### src/rtl/ct_lsu_pfu_mmu_arb.sv
// ct_lsu_pfu_mmu_arb: arbitrates GPFB prefetch translation requests onto the MMU port.
// Define CT_LSU_PFU_MMU_TIMEOUT_EN to abandon a REQ after 256 cycles without an MMU grant (error response).
module ct_lsu_pfu_mmu_arb (
  input  logic        forever_cpuclk,
  input  logic        cpurst_b,
  input  logic        cp0_lsu_pfu_mmu_dis,
  input  logic        pfu_pop_all_vld,
  input  logic        pfu_gpfb_mmu_pe_req,
  input  logic [1:0]  pfu_gpfb_mmu_pe_req_src,
  input  logic [27:0] pfu_gpfb_l1_vpn,
  input  logic [27:0] pfu_gpfb_l2_vpn,
  output logic        pfu_gpfb_mmu_pe_req_grnt,
  output logic        pfu_mmu_pe_req_sel_l1,
  output logic        pfu_get_ppn_vld,
  output logic [27:0] pfu_get_ppn,
  output logic        pfu_get_ppn_err,
  output logic        pfu_get_page_sec,
  output logic        pfu_get_page_share,
  output logic        pfu_mmu_va_vld,
  output logic [27:0] pfu_mmu_vpn,
  input  logic        mmu_pfu_req_grnt,
  input  logic        mmu_pfu_pa_vld,
  input  logic [27:0] mmu_pfu_ppn,
  input  logic        mmu_pfu_pa_err,
  input  logic        mmu_pfu_sec,
  input  logic        mmu_pfu_share
);
  typedef enum logic [1:0] {IDLE, REQ, WAIT, FLUSH} state_e;
  state_e      state_q, state_d;
  logic        abort, grnt, va_vld, rsp_take, tmo;
  logic        sel_l1_q, err_q, sec_q, share_q, ppn_vld_q;
  logic [27:0] vpn_q, ppn_q;
  logic        unused_src;
  assign unused_src = pfu_gpfb_mmu_pe_req_src[1];
  assign abort = pfu_pop_all_vld | cp0_lsu_pfu_mmu_dis;
`ifdef CT_LSU_PFU_MMU_TIMEOUT_EN
  logic [7:0] cnt_q;
  // cleared outside REQ, so it reads 0 on the first REQ cycle
  always_ff @(posedge forever_cpuclk or posedge cpurst_b)
    if (cpurst_b) cnt_q <= '0;
    else cnt_q <= (state_q == REQ) ? cnt_q + 8'd1 : 8'd0;
  assign tmo = state_q == REQ && cnt_q == 8'hff && !mmu_pfu_req_grnt && !abort;
`else
  assign tmo = 1'b0;
`endif
  always_ff @(posedge forever_cpuclk or posedge cpurst_b)
    if (cpurst_b) state_q <= IDLE;
    else state_q <= state_d;
  always_comb begin
    state_d = state_q;
    case (state_q)
      IDLE:    state_d = grnt ? REQ : IDLE;
      REQ:     state_d = abort ? (mmu_pfu_req_grnt ? FLUSH : IDLE)
                       : mmu_pfu_req_grnt ? WAIT : tmo ? IDLE : REQ;
      WAIT:    state_d = mmu_pfu_pa_vld ? IDLE : pfu_pop_all_vld ? FLUSH : WAIT;
      FLUSH:   state_d = mmu_pfu_pa_vld ? IDLE : FLUSH;
      default: state_d = IDLE;
    endcase
  end
  always_comb begin
    grnt     = state_q == IDLE && pfu_gpfb_mmu_pe_req && !abort;
    va_vld   = state_q == REQ && !abort;
    rsp_take = state_q == WAIT && mmu_pfu_pa_vld && !pfu_pop_all_vld;
  end
  always_ff @(posedge forever_cpuclk or posedge cpurst_b)
    if (cpurst_b) begin
      sel_l1_q  <= 1'b0;
      vpn_q     <= '0;
      ppn_vld_q <= 1'b0;
      ppn_q     <= '0;
      err_q     <= 1'b0;
      sec_q     <= 1'b0;
      share_q   <= 1'b0;
    end else begin
      ppn_vld_q <= rsp_take | tmo;
      if (grnt) begin
        sel_l1_q <= pfu_gpfb_mmu_pe_req_src[0];
        vpn_q    <= pfu_gpfb_mmu_pe_req_src[0] ? pfu_gpfb_l1_vpn : pfu_gpfb_l2_vpn;
      end
      if (rsp_take) begin
        ppn_q   <= mmu_pfu_ppn;
        err_q   <= mmu_pfu_pa_err;
        sec_q   <= mmu_pfu_sec;
        share_q <= mmu_pfu_share;
      end else if (tmo) begin
        ppn_q   <= '0;
        err_q   <= 1'b1;
        sec_q   <= 1'b0;
        share_q <= 1'b0;
      end
    end
  assign pfu_gpfb_mmu_pe_req_grnt = grnt;
  assign pfu_mmu_pe_req_sel_l1    = sel_l1_q;
  assign pfu_mmu_va_vld           = va_vld;
  assign pfu_mmu_vpn              = vpn_q;
  assign pfu_get_ppn_vld          = ppn_vld_q;
  assign pfu_get_ppn              = ppn_q;
  assign pfu_get_ppn_err          = err_q;
  assign pfu_get_page_sec         = sec_q;
  assign pfu_get_page_share       = share_q;
endmodule
### config.mk
export PLATFORM = sky130hd
export DESIGN_NAME = ct_lsu_pfu_mmu_arb
export DESIGN_NICKNAME = d
export VERILOG_FILES = /design/src/rtl/ct_lsu_pfu_mmu_arb.sv
export SDC_FILE = /design/constraint.sdc
export NUM_CORES = 1
export LEC_CHECK = 0
export CAP_MARGIN = 5
export CORE_UTILIZATION = 42
export DETAILED_ROUTE_END_ITERATION = 8
export PLACE_DENSITY = 0.92
export SLEW_MARGIN = 10
export SYNTH_ARGS = -nofsm -noshare
export SYNTH_HDL_FRONTEND = slang
export SYNTH_SLANG_ARGS = --single-unit
### constraint.sdc
create_clock -name forever_cpuclk -period 4.1 [get_ports forever_cpuclk]
set_input_delay 0.41 -clock forever_cpuclk [delete_from_list [all_inputs] [get_ports forever_cpuclk]]
set_output_delay 0.41 -clock forever_cpuclk [all_outputs]
set_load 0.05 [all_outputs]
* Yosys cells after proc, flatten, opt, wreduce, memory -nomap -nowiden *
Cells that the tools add are included.

cells by class
  bitwise operators = 1
  multiplexer cells = 9
  equal/unequal tests = 3
  reductions and logical operators = 8

operators with widths
  cell                                                             number
  28-bit 2-to-1 mux                                                1
  2-bit 2-to-1 mux                                                 5
  2-bit one-hot mux with 4 select lines                            1
  1-bit logical AND                                                5
  2-bit == test, second input constant                             2
  2-bit by 1-bit == test with 1-bit output, second input constant  1
  1-bit logical NOT                                                2
  2-bit logical NOT                                                1
  1-bit 2-to-1 mux                                                 2
  1-bit bitwise OR                                                 1

storage, ports and cells
  bits of input ports = 96
  logic and storage cells = 29
  register bits = 63
  output and inout port bits = 63

* Longest topological paths before layout *
Gate-level depths: netlist of run 1.

  depth after elaboration = 5
  mapped depth = 4
  mapped depth without buffers = 3

* Worst setup path before layout of run 1 *
Ideal clock, no wire load.

  path type = register to output
  start point = reg state_q[1]
  end point = out pfu_mmu_va_vld
  data required time = 3.690 ns
  stages on the path, launching flop included = 3
  buffers on the path = 0
  slack = 2.025 ns
  arrival = 1.665 ns
  path through = dfrtp_1 > or2b_1 > nor3_1

on the way
  longest elaborated chain between the ends = 2

ends and longest elaborated chain
  item                                      line  RTL
  start, declared                           29    state_e state_q, state_d;
  start signal, assigned                    48    else state_q <= state_d;
  2-bit by 1-bit == test with 1-bit output  62    va_vld = state_q == REQ && !abort;
  1-bit logical AND                         62
  end, declared                             19    output logic pfu_mmu_va_vld,

Every way passes these cells.

* Worst setup path in the final report of run 1 *
  start point = in pfu_pop_all_vld
  end point = out pfu_gpfb_mmu_pe_req_grnt

on the way
  longest elaborated chain between the ends = 3

ends and longest elaborated chain
  item               line  RTL
  start, declared    7     input logic pfu_pop_all_vld,
  1-bit bitwise OR   35    assign abort = pfu_pop_all_vld | cp0_lsu_pfu_mmu_dis;
  1-bit logical NOT  61    grnt = state_q == IDLE && pfu_gpfb_mmu_pe_req && !abort;
  1-bit logical AND  61
  end, declared      12    output logic pfu_gpfb_mmu_pe_req_grnt,

Every way passes these cells.

==> out/metrics.yaml, run 1 <==
synthMuxAreaShare_pct: 39.0
ios: 159
die_h_um: 85.2
grt_use_total_pct: 19.2
crit-reg2reg-launch: "state_q[0]"
yosys.area_share.xor_xnor_pct: 0.301
synth_area_per_cell_um2: 16.6
r2r-end: "pfu_get_ppn[4]"
drc: 0
cts_setup_buffers: 0
syn_to_final_growth_pct: 61.7
postCtsHoldBufs: 0
finalNetCount: 433
outcome: "completed"
drive_above_1_share_pct: 31.6
grt_pass1_vias: 2229
netlist_area_um2: 2910
end_kind: "primary output"
hold_class: "reg2reg"
finalMaxSlewViolations: 0
design.core.area_um2: 6530
ir_drop_mv: 0.532
htree_levels: 3
synth_fa_ha_area_share_pct: 0
post_cts_resized: 0
yosys_warnings: 0
hp-start: "pfu_mmu_vpn[12]"
initial_core_util_pct: 44.5
crit_type: "in2out"
diodes: 0
routed_wl_mm: 6.62
powerDensity_nw_per_um2: 824
grt_pass1_wl_mm: 10.6
critPathTopFamily: "buffers and inverters"
yosysTopAreaCell: "dfrtp_1"
cts_inserted_buffers: 9
synth_compound_area_share_pct: 0.688
vias_per_cell: 4.87
drt-pass1-iter-count: 4
cp_common_cell: "clkdlybuf4s50_1"
avgRoutedWirePerCell_um: 15.8
post-route-min-period_ns: 2.79
netlist.area_leader.share_pct: 54.2
synth_area_leaders: "dfrtp_1, mux2_4, mux2_2"
ff2ff_setup_slack_ns: 2.35
overflow: 0
path_clk_slew_ns: 0.06
critPathMaxFanout: 31
clock-root-buffer: "clkbuf_8"
ys_ff_latch: 63
min_period_over_period_pct: 68.0
fin_cells: 419
crit_chain: "clkdlybuf4s50_1 -> nor2_2 -> nand3_2 -> buf_4 -> inv_1 -> clkdlybuf4s50_1"
cp_slowest_cell: "clkdlybuf4s50_1"
cts_tree: "done"
hold_viol: 0
portBuffers: 157
syn_nets: 271
synth_cell_types: 20
cp-start-kind: "input pin"
ant_nets: 0
holdPathEnd: "pfu_mmu_vpn[12]"
dieArea_um2: 7260
finalPower_mw: 3.87
die_w_um: 85.2
n_fill_cell: 450
skew_ns: 0.00607
clock_latency_ns: 0.32
rows: 29
worst_slew_pin_slew_ns: 0.790
setup_viol: 0
place_hpwl_mm: 5.19
clock.fmax_ghz: 0.359
synth_top_family_by_area: "multiplexers"
vias: 2039
fin_tns_setup_ns: 0
yosys.area_share.simple_pct: 1.68
worstPathBufferInverterCount: 4
clkSinkCount: 63
critPathMaxStageDelay_ns: 0.80
crit_required_ns: 3.69
grt_start_max_net_pins: 40
clockBufferDepth: 2
r2r_cells: 3
yosysSeqAreaShare_pct: 54.2
gp_congestion: 0.743
arrival_ns: 2.38
postSynthCellCount: 175
drt_iter0_drc: 42
power_leakage_nw: 2.01
hold_ws_ns: 0.506
antenna_found_initial: 0
place_inst: 403
cp-startpoint: "pfu_pop_all_vld"
max_cap_viol_count: 0
rsz0062_at_grt: "no"
min_delay_path_depth: 1
relSlewSlack_pct: 47.2
-- registers in the layout, summed over array words and instances (netlist names) --
register	count
state_q	2
pfu_get_page_sec	1
pfu_get_ppn_vld	1
pfu_mmu_vpn	28
pfu_mmu_pe_req_sel_l1	1
pfu_get_ppn	28
pfu_get_ppn_err	1
pfu_get_page_share	1
-- cell type report --
type,instances,area (um^2),share of cell area [%]
repair buffers,161,1600,34.1
flip-flops and latches,63,1580,33.5
multi-input cells,99,1230,26.1
clock buffers,13,149,3.17
well taps,77,96.3,2.05
clock inverters,3,42.5,0.904
inverters,3,11.3,0.239
-- logic make-up after synthesis --
kind of cell           Yosys count
AO/OA/AOI/OAI                    3
flip-flops                      63
AND/OR/NAND/NOR                  7
multiplexers                    88
buffers and inverters           13
XOR/XNOR                         1
-- metal layers --
layer,wire length (um),track usage (%)
met4,78,6.63
met3,473,5.45
met2,3610,35.9
met5,0,0
met1,2460,20.6
-- worst max path at each step --
stage | endpoint | slack [ns] | depth (start not counted)
global placement | pfu_gpfb_mmu_pe_req_grnt | 1.35 | 6
floorplan | pfu_mmu_va_vld | 2.02 | 2
global route | pfu_gpfb_mmu_pe_req_grnt | 1.25 | 6
finish | pfu_gpfb_mmu_pe_req_grnt | 1.31 | 6
detailed placement | pfu_gpfb_mmu_pe_req_grnt | 1.31 | 6
CTS | pfu_gpfb_mmu_pe_req_grnt | 1.30 | 6
-- report_power, final --
group,internal (mW),leakage (nW),switching (mW),total [mW]
clock,0.297,0.0936,0.216,0.514
sequential,0.924,0.765,0.166,1.09
combinational,0.910,1.15,1.36,2.27
total,2.13,2.01,1.74,3.87
-- layout by cell type (no fill, tap or decap) --
master           count
clkbuf_1             3
clkbuf_8            10
nor2_2               1
mux2_4              38
mux2_2              49
o21bai_1             1
inv_1                2
inv_2                1
xnor2_1              1
clkinvlp_4           1
nor2_1               1
nor2b_1              1
o211ai_1             1
clkdlybuf4s50_1    157
nor3_1               1
clkinv_2             1
nand3_2              1
o21ai_0              1
buf_4                4
dfrtp_1             63
mux2_1               1
bufinv_16            1
or2b_1               1
nor4bb_4             1
-- synth_stat cells --
| cell type | number |
|---|---|
| buf_12 | 3 |
| buf_6 | 2 |
| o21bai_1 | 1 |
| or2b_1 | 1 |
| nor2_1 | 1 |
| nor2b_1 | 1 |
| buf_2 | 4 |
| xnor2_1 | 1 |
| nand3_2 | 1 |
| inv_1 | 3 |
| o211ai_1 | 1 |
| mux2_4 | 38 |
| nor2_2 | 1 |
| o21ai_0 | 1 |
| nor4bb_1 | 1 |
| mux2_1 | 1 |
| dfrtp_1 | 63 |
| mux2_2 | 49 |
| nor3_1 | 1 |
| buf_4 | 1 |
-- metrics by stage --
step | util (%) | cell area [um^2] | worst slack [ns]
6_report | 72.0 | 4700 | 1.31
3_5_place_dp | 69.1 | 4510 | 1.31
3_3_place_gp | 69.1 | 4510 | 1.35
5_1_grt | 72.0 | 4700 | 1.25
4_1_cts | 72.0 | 4700 | 1.30
2_1_floorplan | - | 2910 | 2.02
Power figures use the tool's default switching activity.
==> inputs of run 2 (changes only) <==
--- a/config.mk
+++ b/config.mk
@@ -6,9 +6,9 @@
 export NUM_CORES = 1
 export LEC_CHECK = 0
 export CAP_MARGIN = 5
-export CORE_UTILIZATION = 42
+export CORE_UTILIZATION = 35
 export DETAILED_ROUTE_END_ITERATION = 8
-export PLACE_DENSITY = 0.92
+export PLACE_DENSITY = 0.82
 export SLEW_MARGIN = 10
 export SYNTH_ARGS = -nofsm -noshare
 export SYNTH_HDL_FRONTEND = slang
==> constraint.sdc (replaced) <==
create_clock -name forever_cpuclk -period 2.5 [get_ports forever_cpuclk]
set_input_delay 0.25 -clock forever_cpuclk [delete_from_list [all_inputs] [get_ports forever_cpuclk]]
set_output_delay 0.25 -clock forever_cpuclk [all_outputs]
set_load 0.05 [all_outputs]
==> run 2 against run 1 <==
Clock power grew 40%. Combinational power is 64% higher. Non-clock buffer count grew 1. First-iteration DRC count fell by 24%. Critical path depth decreased by 3. Highest routed layer unchanged. Routed wire length is 0.56% higher. Sequential power increased by 64%. Sequential share of layout area fell by 0.28 points. Via count rose by 0.59%. Critical endpoint is now pfu_mmu_va_vld. Global-route usage is 3.3 points lower. Count of clock-buffer cells in the layout fell by 1. Clock skew rose by 0.0019 ns.
==> out/metrics.yaml, run 2 (synthesis gave the netlist of run 1 again) <==
grt_start_max_net_pins: 33  # was 40
vias_per_cell: 4.61  # was 4.87
dieArea_um2: 8680  # was 7260 um^2
setup_viol: 0  # unchanged
drc: 0  # unchanged
ff2ff_setup_slack_ns: 0.94  # was 2.35 ns
arrival_ns: 2.01  # was 2.38 ns
initial_core_util_pct: 36.9  # was 44.5%
grt_pass1_vias: 2197  # was 2229
clock.fmax_ghz: 0.442
clockBufferDepth: 2  # unchanged
min_period_over_period_pct: 90.5
clock-root-buffer: "clkbuf_8"  # unchanged
place_inst: 429  # was 403
crit_required_ns: 2.25  # was 3.69 ns
worst_slew_pin_slew_ns: 0.520  # was 0.790 ns
finalNetCount: 434  # was 433
cts_tree: "done"  # unchanged
max_cap_viol_count: 0  # unchanged
relSlewSlack_pct: 65.2  # was 47.2%
hold_viol: 0  # unchanged
diodes: 0  # unchanged
setup_ws_ns: 0.239  # was 1.31 ns
power_leakage_nw: 2.01  # about the same
drive_above_1_share_pct: 32.1  # was 31.6%
critPathMaxStageDelay_ns: 0.83  # was 0.80 ns
cts_inserted_buffers: 9  # unchanged
powerDensity_nw_per_um2: 1310  # was 824 nW/um^2
hold_class: "in2async"  # was reg2reg
ios: 159  # unchanged
outcome: "completed"  # unchanged
cts_setup_buffers: 0  # unchanged
post-route-min-period_ns: 2.26
critPathMaxFanout: 4  # was 31
design.core.area_um2: 7890  # was 6530 um^2
cp-start-kind: "flip-flop"  # was input pin
fin_tns_setup_ns: 0  # unchanged
final_cell_mix: "clkdlybuf4s50_1, dfrtp_1, mux2_2"  # unchanged
post_cts_resized: 0  # unchanged
routed_wl_mm: 6.66  # was 6.62 mm
overflow: 0  # unchanged
portBuffers: 157  # unchanged
path_clk_slew_ns: 0.07  # was 0.06 ns
grt_use_total_pct: 15.9  # was 19.2%
clkSinkCount: 63  # unchanged
postCtsHoldBufs: 0  # unchanged
crit_chain: "or2b_1 -> nor3_1 -> clkdlybuf4s50_1"  # was clkdlybuf4s50_1 -> nor2_2 -> nand3_2 -> buf_4 -> inv_1 -> clkdlybuf4s50_1
finalMaxSlewViolations: 0  # unchanged
drt-pass1-iter-count: 3  # was 4
avgRoutedWirePerCell_um: 15.0  # was 15.8 um
ant_nets: 0  # unchanged
skew_ns: 0.00797  # was 0.00607 ns
crit-reg2reg-launch: "state_q[0]"  # unchanged
rows: 32  # was 29
cp_slowest_cell: "clkdlybuf4s50_1"  # unchanged
die_w_um: 93.2  # was 85.2 um
gp_congestion: 0.694  # was 0.743
r2r_cells: 3  # unchanged
rsz0062_at_grt: "no"  # unchanged
post-place-ws_ns: 0.439  # was 1.31 ns
crit_type: "reg2out"  # was in2out
fin_cells: 445  # was 419
htree_levels: 3  # unchanged
syn_to_final_growth_pct: 63.1  # was 61.7%
die_h_um: 93.2  # was 85.2 um
antenna_found_initial: 0  # unchanged
vias: 2051  # was 2039
layout_commonest_cell: "clkdlybuf4s50_1"  # unchanged
clock_latency_ns: 0.33  # was 0.32 ns
grt_pass1_wl_mm: 10.7  # was 10.6 mm
end_kind: "primary output"  # unchanged
place_hpwl_mm: 5.05  # was 5.19 mm
drt_iter0_drc: 32  # was 42
r2r-end: "pfu_get_ppn[5]"  # was pfu_get_ppn[4]
ir_drop_mv: 0.736  # was 0.532 mV
run 2: cell count changes in the layout (fill, tap and decap cells not counted):
cell / change
clkbuf_8: -1
clkinv_2: +2
bufinv_16: -1
buf_4: -1
clkdlybuf4s50_1: -1
buf_12: +3
run 2: cell type report:
cell class	instances	area, um^2
Fill cell	633	3140
Timing Repair Buffer	162	1640
Sequential cell	63	1580
Multi-Input combinational cell	99	1230
Clock buffer	12	135
Tap cell	102	128
Clock inverter	4	22.5
Inverter	3	11.3
run 2: worst max-delay path: cells and delay by family (launching register included):
kind / cells / cell delay, ns
flip-flops: 1 / 0.42
AND/OR/NAND/NOR: 2 / 0.44
buffers and inverters: 1 / 0.83
run 2: power by group:
group | internal, mW | switching (mW)
registers | 1.52 | 0.275
logic | 1.50 | 2.22
clock network | 0.355 | 0.367
run 2: how the worst max path moves through the flow:
stage	from	endpoint	slack (ns)
6_report	state_q[0]	pfu_mmu_va_vld	0.24
5_1_grt	state_q[0]	pfu_mmu_va_vld	0.15
4_1_cts	state_q[0]	pfu_mmu_va_vld	0.21
3_5_place_dp	pfu_pop_all_vld	pfu_mmu_va_vld	0.44
3_3_place_gp	pfu_pop_all_vld	pfu_mmu_va_vld	0.43
2_1_floorplan	state_q[1]	pfu_mmu_va_vld	0.58
run 2: layer usage:
layer,routed length (um),global-route usage (%),share of wire [%]
met5,0,0,0
met4,94,6.15,1.4
met3,461,4.07,6.9
met2,3370,27.1,51
met1,2730,19.1,41
run 2: stage by stage:
step           hold slack [ns]  utilization [%]  area, um^2  power, mW
2_1_floorplan            0.386                -        2910       4.24
3_3_place_gp             0.478             58.1        4590       5.48
3_5_place_dp             0.491             58.1        4590       5.55
4_1_cts                  0.232             60.1        4740       6.31
5_1_grt                  0.258             60.1        4740       6.50
6_report                 0.233             60.1        4740       6.24
